--- src/rtl/fetch_stage_if.sv ---
// ---------------------------------------------------------------------------
// fetch_stage_if
//   Bundle between the fetch stage and its surroundings: the pipeline
//   controls from ID and the exception unit, the instruction ROM bus, the
//   IF/ID register outputs and the misaligned-redirect report.
//   modport master : the fetch stage itself.
//   modport slave  : the environment (ROM, decode, hazard/exception control).
// ---------------------------------------------------------------------------
interface fetch_stage_if #(
  parameter int ADDR_W = 32,
  parameter int INST_W = 64
);
  // pipeline control
  logic              stall_if;
  logic              stall_id;
  logic              flush;
  logic [ADDR_W-1:0] new_pc;
  logic              branch_flag_i;
  logic [ADDR_W-1:0] branch_target_i;
  // instruction ROM bus
  logic              rom_ce;
  logic [ADDR_W-1:0] rom_addr;
  logic [INST_W-1:0] rom_inst;
  // IF/ID register
  logic [ADDR_W-1:0] id_pc;
  logic [INST_W-1:0] id_inst;
  logic              id_valid;
  // misaligned redirect report
  logic              misalign_o;
  logic [ADDR_W-1:0] misalign_addr_o;

  modport master (
    input  stall_if, stall_id, flush, new_pc, branch_flag_i, branch_target_i,
    input  rom_inst,
    output rom_ce, rom_addr,
    output id_pc, id_inst, id_valid,
    output misalign_o, misalign_addr_o
  );

  modport slave (
    output stall_if, stall_id, flush, new_pc, branch_flag_i, branch_target_i,
    output rom_inst,
    input  rom_ce, rom_addr,
    input  id_pc, id_inst, id_valid,
    input  misalign_o, misalign_addr_o
  );
endinterface

--- src/rtl/fetch_stage.sv ---
// ---------------------------------------------------------------------------
// fetch_stage
//   Instruction fetch for the 64-bit-instruction core. Holds the PC, drives
//   the instruction ROM (chip-enable + byte address = PC), and captures the
//   returned instruction into the IF/ID register. Handles sequential fetch,
//   branch redirect from ID, stalls and exception flush.
//
//   Ports:
//     clk  - clock, rising edge
//     rst  - asynchronous active-high reset
//     bus  - fetch_stage_if.master: controls, ROM bus, IF/ID outputs,
//            misaligned-redirect report
//
//   Optional feature macro: FETCH_MISALIGN_EXC_EN
//     defined   : a flush or accepted branch to an address with [2:0]!=0
//                 pulses misalign_o for one cycle and latches the raw address
//                 in misalign_addr_o.
//     undefined : misaligned redirects are silently aligned; misalign_o and
//                 misalign_addr_o are tied to 0.
// ---------------------------------------------------------------------------
module fetch_stage #(
  parameter int              ADDR_W   = 32,
  parameter int              INST_W   = 64,
  parameter logic [ADDR_W-1:0] RESET_PC = '0
) (
  input logic           clk,
  input logic           rst,
  fetch_stage_if.master bus
);

  localparam logic [ADDR_W-1:0] ALIGN_MASK = ~(ADDR_W'(7));
  localparam logic [ADDR_W-1:0] INST_BYTES = ADDR_W'(8);

  function automatic logic [ADDR_W-1:0] align_addr(input logic [ADDR_W-1:0] a);
    return a & ALIGN_MASK;
  endfunction

  logic              rom_ce_q,   rom_ce_d;
  logic [ADDR_W-1:0] pc_q,       pc_d;
  logic [ADDR_W-1:0] id_pc_q,    id_pc_d;
  logic [INST_W-1:0] id_inst_q,  id_inst_d;
  logic              id_valid_q, id_valid_d;
  logic              stall_eff;
  logic              branch_take;

  // stall_id alone still freezes the PC, otherwise the instruction held in
  // ID would be overtaken by the fetch behind it.
  assign stall_eff   = bus.stall_if | bus.stall_id;
  assign branch_take = bus.branch_flag_i & ~stall_eff;

  // ---- IF stage: PC generation ----
  always_comb begin
    rom_ce_d = 1'b1;
    pc_d     = pc_q;
    if (rom_ce_q) begin
      if (bus.flush)        pc_d = align_addr(bus.new_pc);
      else if (branch_take) pc_d = align_addr(bus.branch_target_i);
      else if (!stall_eff)  pc_d = pc_q + INST_BYTES;
    end
  end

  // ---- IF/ID boundary ----
  always_comb begin
    id_pc_d    = id_pc_q;
    id_inst_d  = id_inst_q;
    id_valid_d = id_valid_q;
    if (bus.flush || (!bus.stall_id && (bus.stall_if || bus.branch_flag_i))) begin
      // bubble: also squashes the wrong-path sequential fetch after a branch
      id_pc_d    = '0;
      id_inst_d  = '0;
      id_valid_d = 1'b0;
    end else if (!bus.stall_id) begin
      id_pc_d    = pc_q;
      id_inst_d  = bus.rom_inst;
      id_valid_d = rom_ce_q;
    end
  end

  always_ff @(posedge clk or posedge rst) begin
    if (rst) begin
      rom_ce_q   <= 1'b0;
      pc_q       <= RESET_PC;
      id_pc_q    <= '0;
      id_inst_q  <= '0;
      id_valid_q <= 1'b0;
    end else begin
      rom_ce_q   <= rom_ce_d;
      pc_q       <= pc_d;
      id_pc_q    <= id_pc_d;
      id_inst_q  <= id_inst_d;
      id_valid_q <= id_valid_d;
    end
  end

  assign bus.rom_ce   = rom_ce_q;
  assign bus.rom_addr = pc_q;
  assign bus.id_pc    = id_pc_q;
  assign bus.id_inst  = id_inst_q;
  assign bus.id_valid = id_valid_q;

`ifdef FETCH_MISALIGN_EXC_EN
  logic              misalign_q,      misalign_d;
  logic [ADDR_W-1:0] misalign_addr_q, misalign_addr_d;
  logic [ADDR_W-1:0] redirect_addr;
  logic              redirect_vld;

  // Only a redirect that actually loads the PC can raise the report; flush
  // wins over a coincident branch.
  always_comb begin
    redirect_vld    = rom_ce_q & (bus.flush | branch_take);
    redirect_addr   = bus.flush ? bus.new_pc : bus.branch_target_i;
    misalign_d      = redirect_vld & (redirect_addr[2:0] != 3'b000);
    misalign_addr_d = misalign_d ? redirect_addr : misalign_addr_q;
  end

  always_ff @(posedge clk or posedge rst) begin
    if (rst) begin
      misalign_q      <= 1'b0;
      misalign_addr_q <= '0;
    end else begin
      misalign_q      <= misalign_d;
      misalign_addr_q <= misalign_addr_d;
    end
  end

  assign bus.misalign_o      = misalign_q;
  assign bus.misalign_addr_o = misalign_addr_q;
`else
  assign bus.misalign_o      = 1'b0;
  assign bus.misalign_addr_o = '0;
`endif

endmodule
--- src/flat_wrapper.sv ---
// flat-port wrapper written by rule: the top's interface ports become plain ports
module fetch_stage_flat 
#(
  parameter int              ADDR_W   = 32,
  parameter int              INST_W   = 64,
  parameter logic [ADDR_W-1:0] RESET_PC = '0
)
  (clk, rst, bus_stall_if, bus_stall_id, bus_flush, bus_new_pc, bus_branch_flag_i, bus_branch_target_i, bus_rom_inst, bus_rom_ce, bus_rom_addr, bus_id_pc, bus_id_inst, bus_id_valid, bus_misalign_o, bus_misalign_addr_o);
  fetch_stage_if #(.ADDR_W(ADDR_W), .INST_W(INST_W)) bus_i ();
  input logic clk;
  input logic rst;
  input wire logic [$bits(bus_i.stall_if)-1:0] bus_stall_if;
  input wire logic [$bits(bus_i.stall_id)-1:0] bus_stall_id;
  input wire logic [$bits(bus_i.flush)-1:0] bus_flush;
  input wire logic [$bits(bus_i.new_pc)-1:0] bus_new_pc;
  input wire logic [$bits(bus_i.branch_flag_i)-1:0] bus_branch_flag_i;
  input wire logic [$bits(bus_i.branch_target_i)-1:0] bus_branch_target_i;
  input wire logic [$bits(bus_i.rom_inst)-1:0] bus_rom_inst;
  output wire logic [$bits(bus_i.rom_ce)-1:0] bus_rom_ce;
  output wire logic [$bits(bus_i.rom_addr)-1:0] bus_rom_addr;
  output wire logic [$bits(bus_i.id_pc)-1:0] bus_id_pc;
  output wire logic [$bits(bus_i.id_inst)-1:0] bus_id_inst;
  output wire logic [$bits(bus_i.id_valid)-1:0] bus_id_valid;
  output wire logic [$bits(bus_i.misalign_o)-1:0] bus_misalign_o;
  output wire logic [$bits(bus_i.misalign_addr_o)-1:0] bus_misalign_addr_o;
  assign bus_i.stall_if = bus_stall_if;
  assign bus_i.stall_id = bus_stall_id;
  assign bus_i.flush = bus_flush;
  assign bus_i.new_pc = bus_new_pc;
  assign bus_i.branch_flag_i = bus_branch_flag_i;
  assign bus_i.branch_target_i = bus_branch_target_i;
  assign bus_i.rom_inst = bus_rom_inst;
  assign bus_rom_ce = bus_i.rom_ce;
  assign bus_rom_addr = bus_i.rom_addr;
  assign bus_id_pc = bus_i.id_pc;
  assign bus_id_inst = bus_i.id_inst;
  assign bus_id_valid = bus_i.id_valid;
  assign bus_misalign_o = bus_i.misalign_o;
  assign bus_misalign_addr_o = bus_i.misalign_addr_o;
  fetch_stage #(.ADDR_W(ADDR_W), .INST_W(INST_W), .RESET_PC(RESET_PC)) u_core (.clk(clk), .rst(rst), .bus(bus_i));
endmodule
--- config.mk ---
export PLATFORM = sky130hd
export DESIGN_NAME = fetch_stage_flat
export DESIGN_NICKNAME = d
export VERILOG_FILES = /design/src/rtl/fetch_stage_if.sv /design/src/rtl/fetch_stage.sv /design/src/flat_wrapper.sv
export SDC_FILE = /design/constraint.sdc
export NUM_CORES = 1
export LEC_CHECK = 0
export ABC_AREA = 1
export CAP_MARGIN = 20
export CORE_MARGIN = 2
export CORE_UTILIZATION = 35
export DETAILED_ROUTE_END_ITERATION = 10
export GPL_TIMING_DRIVEN = 0
export HOLD_SLACK_MARGIN = 0.15
export PLACE_DENSITY = 0.76
export SETUP_SLACK_MARGIN = 0.3
export SLEW_MARGIN = 20
export SYNTH_ARGS = -nofsm -noshare
export SYNTH_HDL_FRONTEND = slang
export SYNTH_SLANG_ARGS = --single-unit
--- constraint.sdc ---
create_clock -name clk -period 6 [get_ports clk]
set_input_delay 1.5 -clock clk [delete_from_list [all_inputs] [get_ports clk]]
set_output_delay 1.5 -clock clk [all_outputs]
set_load 0.05 [all_outputs]
==> results.py <==
metrics = {
    "run_status": {
        "outcome": "complete, no violations",
    },
    "finish": {
        "final_nets": 1368,
        "fin_area_sq_mm": 0.01039,
        "syn_to_final_growth_pct": 53.13,
        "fin_util_pct": 55.16,
        "drive_above_1_share_pct": 9.711,
    },
    "grt": {
        "grt_remaining_overflow": 0,
        "first_global_vias": 6874,
        "grt_usage_pct": 23.26,
        "grt_max_degree": 95,
        "grt_pass1_wl_um": 36580,
        "antenna_found_initial": 2,
    },
    "synthesis": {
        "syn-instance-count": 925,
        "synth_edf_count": 0,
        "yosys-top-cells-area": "dfrtp_1 46%, nand2_1 16%, nand3_1 11%",
        "synth_top_area_share_pct": 46.12,
        "async_reset_ff_share_pct": 100.0,
        "synth_top_area_cell": "dfrtp_1",
        "synth_common_cells": "297 x nand2_1, 152 x nand3_1, 125 x dfrtp_1",
        "synth.most_common_cell": "nand2_1",
        "synthFlopType": "dfrtp_1",
        "ys_warn_count": 0,
        "yosysSeqAreaShare_pct": 46.12,
        "synth.distinct_cells": 31,
        "syn_area_sq_mm": 0.006783,
        "synth_area_per_cell_sq_um": 7.333,
        "yosys_register_bits": 125,
    },
    "floorplanning": {
        "io-pin-count": 297,
        "dieArea_sq_mm": 0.02051,
        "rows": 50,
        "start_util_pct": 36.02,
        "die_y_um": 143.2,
        "coreArea_sq_mm": 0.01883,
        "die_w_um": 143.2,
    },
    "clocking": {
        "cts_tree": "yes",
        "cts_resized": 0,
        "clock_path_buffers": 2,
        "htreeDepth": 4,
        "clockRootBuffer": "clkbuf_16",
        "clkTransAtPathRegs_ns": 0.06,
        "numCtsBuffers": 17,
        "cts_num_sinks": 125,
        "clk_latency_ns": 0.42,
        "holdBufCountCts": 0,
        "post_cts_buffers": 0,
    },
    "timing": {
        "relSlewSlack_pct": 60.42,
        "finalMaxSlewViolations": 0,
        "period_share_pct": 55.91,
        "clock_skew_ns": 0.005336,
        "worst_slew_pin_slew_ns": 0.5938,
        "setup_violations": 0,
        "period_needed_ns": 3.354,
        "max_freq_ghz": 0.2981,
        "hold_viol_final": 0,
        "tns_ns": 0,
        "rsz0062_at_grt": "no",
    },
    "worst_setup_path": {
        "cp.arrival_ns": 1.85,
        "crit_type": "reg2out",
        "crit_chain": "clkdlybuf4s50_1",
        "required_ns": 4.50,
        "crit_slowest_cell": "clkdlybuf4s50_1",
        "startpoint_type": "flop",
        "crit_family": "buffers and inverters",
        "critical-path-max-stage-delay_ns": 0.88,
        "path_max_fanout": 7,
        "crit_buf_inv": 1,
        "endpoint_kind": "primary output",
    },
    "drt": {
        "firstDrtPassIters": 6,
        "drcViolationCount": 0,
        "ant_nets": 0,
        "drt-vias-per-instance": 4.828,
        "drtIter0Drc": 364,
        "wirelength_um": 24190,
        "wire_per_inst_um": 16.04,
        "num_vias": 7281,
    },
    "power": {
        "swShare_pct": 35.62,
        "intPower_uw": 1789,
        "p_leak_uw": 0.004831,
        "p_per_area_mw_per_mm2": 267.6,
        "clock_power_share_pct": 36.1,
        "switchingPower_uw": 990.0,
        "vdd_drop_max_mv": 0.2240,
        "p_seq_share_pct": 35.9,
        "combPwrFrac_pct": 28.0,
    },
    "job": {
        "drv_cap": 0,
    },
    "placed_design": {
        "io_buffers": 253,
        "gp_congestion": 0.8936,
        "place_area_sq_mm": 0.009807,
        "dp_hpwl_um": 17970,
    },
    "worst_hold_path": {
        "hold_path.class": "reg2reg",
    },
}
-- registers in the layout, indices dropped and copies added (netlist names) --
name	count
u_core.bus.id_inst	64
u_core.bus.rom_ce	1
u_core.bus.rom_addr	29
u_core.bus.id_valid	1
u_core.bus.id_pc	30
-- cells in the final DEF, fill, tap and decap left out, drive strengths merged, types with 6 or more instances in the layout --
| cell | count |
|---|---|
| inv | 42 |
| nand2 | 302 |
| o21ai | 85 |
| clkbuf | 41 |
| nor2 | 96 |
| conb | 37 |
| o21bai | 6 |
| clkdlybuf4s50 | 253 |
| clkinv | 7 |
| dfrtp | 125 |
| nand3 | 152 |
| buf | 71 |
-- tightest hold or removal path, stage by stage (launching register included) --
cell and delay [ns]:
dfrtp_1 0.34, nand3_1 0.07, o21ai_0 0.06
-- per-stage QoR --
stage	setup slack, ns	hold WS [ns]	std cells	total power (uW)
4_1_cts	2.646	0.5110	1506	2803
5_1_grt	2.610	0.5329	1508	2901
6_report	2.646	0.5089	1508	2779
3_3_place_gp	-0.8369	0.4904	1473	1778
3_5_place_dp	2.523	0.4956	1474	1787
2_1_floorplan	1.172	0.7534	960	1473
-- power groups by stage --
stage                     sequential, uW  combinational, uW  clock, uW
after floorplan                     1190                279          0
after global placement              1010                768          0
after detailed placement            1010                777          0
after CTS                            997                780       1030
after global routing                1010                829       1070
final                                998                777       1000
-- layout make-up --
cell class / count / area (sq um)
fill: 1805 / 8444
sequential: 125 / 3128
multi-input combinational: 700 / 3100
timing repair buffer: 254 / 2560
buffer: 94 / 531.8
clock buffer: 17 / 425.4
tap: 260 / 325.3
inverter: 41 / 161.4
clock inverter: 15 / 148.9
antenna: 2 / 5.005
-- final timing paths --
| kind | from | end | slack (ns) | depth (start not counted) |
|---|---|---|---|---|
| min reg2reg | u_core.bus.id_inst[19]$_DFFE_PP0P_ | u_core.bus.id_inst[19]$_DFFE_PP0P_ | 0.51 | 2 |
| max in group asynchronous | rst | u_core.bus.rom_addr[13]$_DFFE_PP0P_ | 3.79 | 3 |
| min | u_core.bus.id_inst[19]$_DFFE_PP0P_ | u_core.bus.id_inst[19]$_DFFE_PP0P_ | 0.51 | 2 |
| min in group asynchronous | rst | u_core.bus.id_inst[11]$_DFFE_PP0P_ | 1.45 | 2 |
| max | u_core.bus.rom_addr[19]$_DFFE_PP0P_ | bus_rom_addr[19] | 2.65 | 1 |
| max reg2reg | u_core.bus.rom_addr[4]$_DFFE_PP0P_ | u_core.bus.rom_addr[19]$_DFFE_PP0P_ | 4.26 | 10 |
-- layer usage --
layer / wire, um / share of wire (%) / global-route usage [%]
met2: 11650 / 48 / 39.06
met3: 2102 / 8.7 / 6.405
met4: 332 / 1.4 / 6.553
met5: 0 / 0 / 0
met1: 10100 / 42 / 29.45
-- kinds of logic (layout without fill, tap and decap cells) --
kind of cell | count (synthesis) | count (layout) | share of synthesized area (%)
AOI/OAI and AO/OA | 102 | 102 | 8.043
buffers and inverters | 135 | 421 | 10.11
other | 2 | 39 | 0.1107
adders and majority gates | 1 | 1 | 0.1844
xor gates and xnor gates | 4 | 4 | 0.5165
DFF | 125 | 125 | 46.12
and+or+nand+nor | 556 | 556 | 34.92
(Power assumes the default switching activity.)
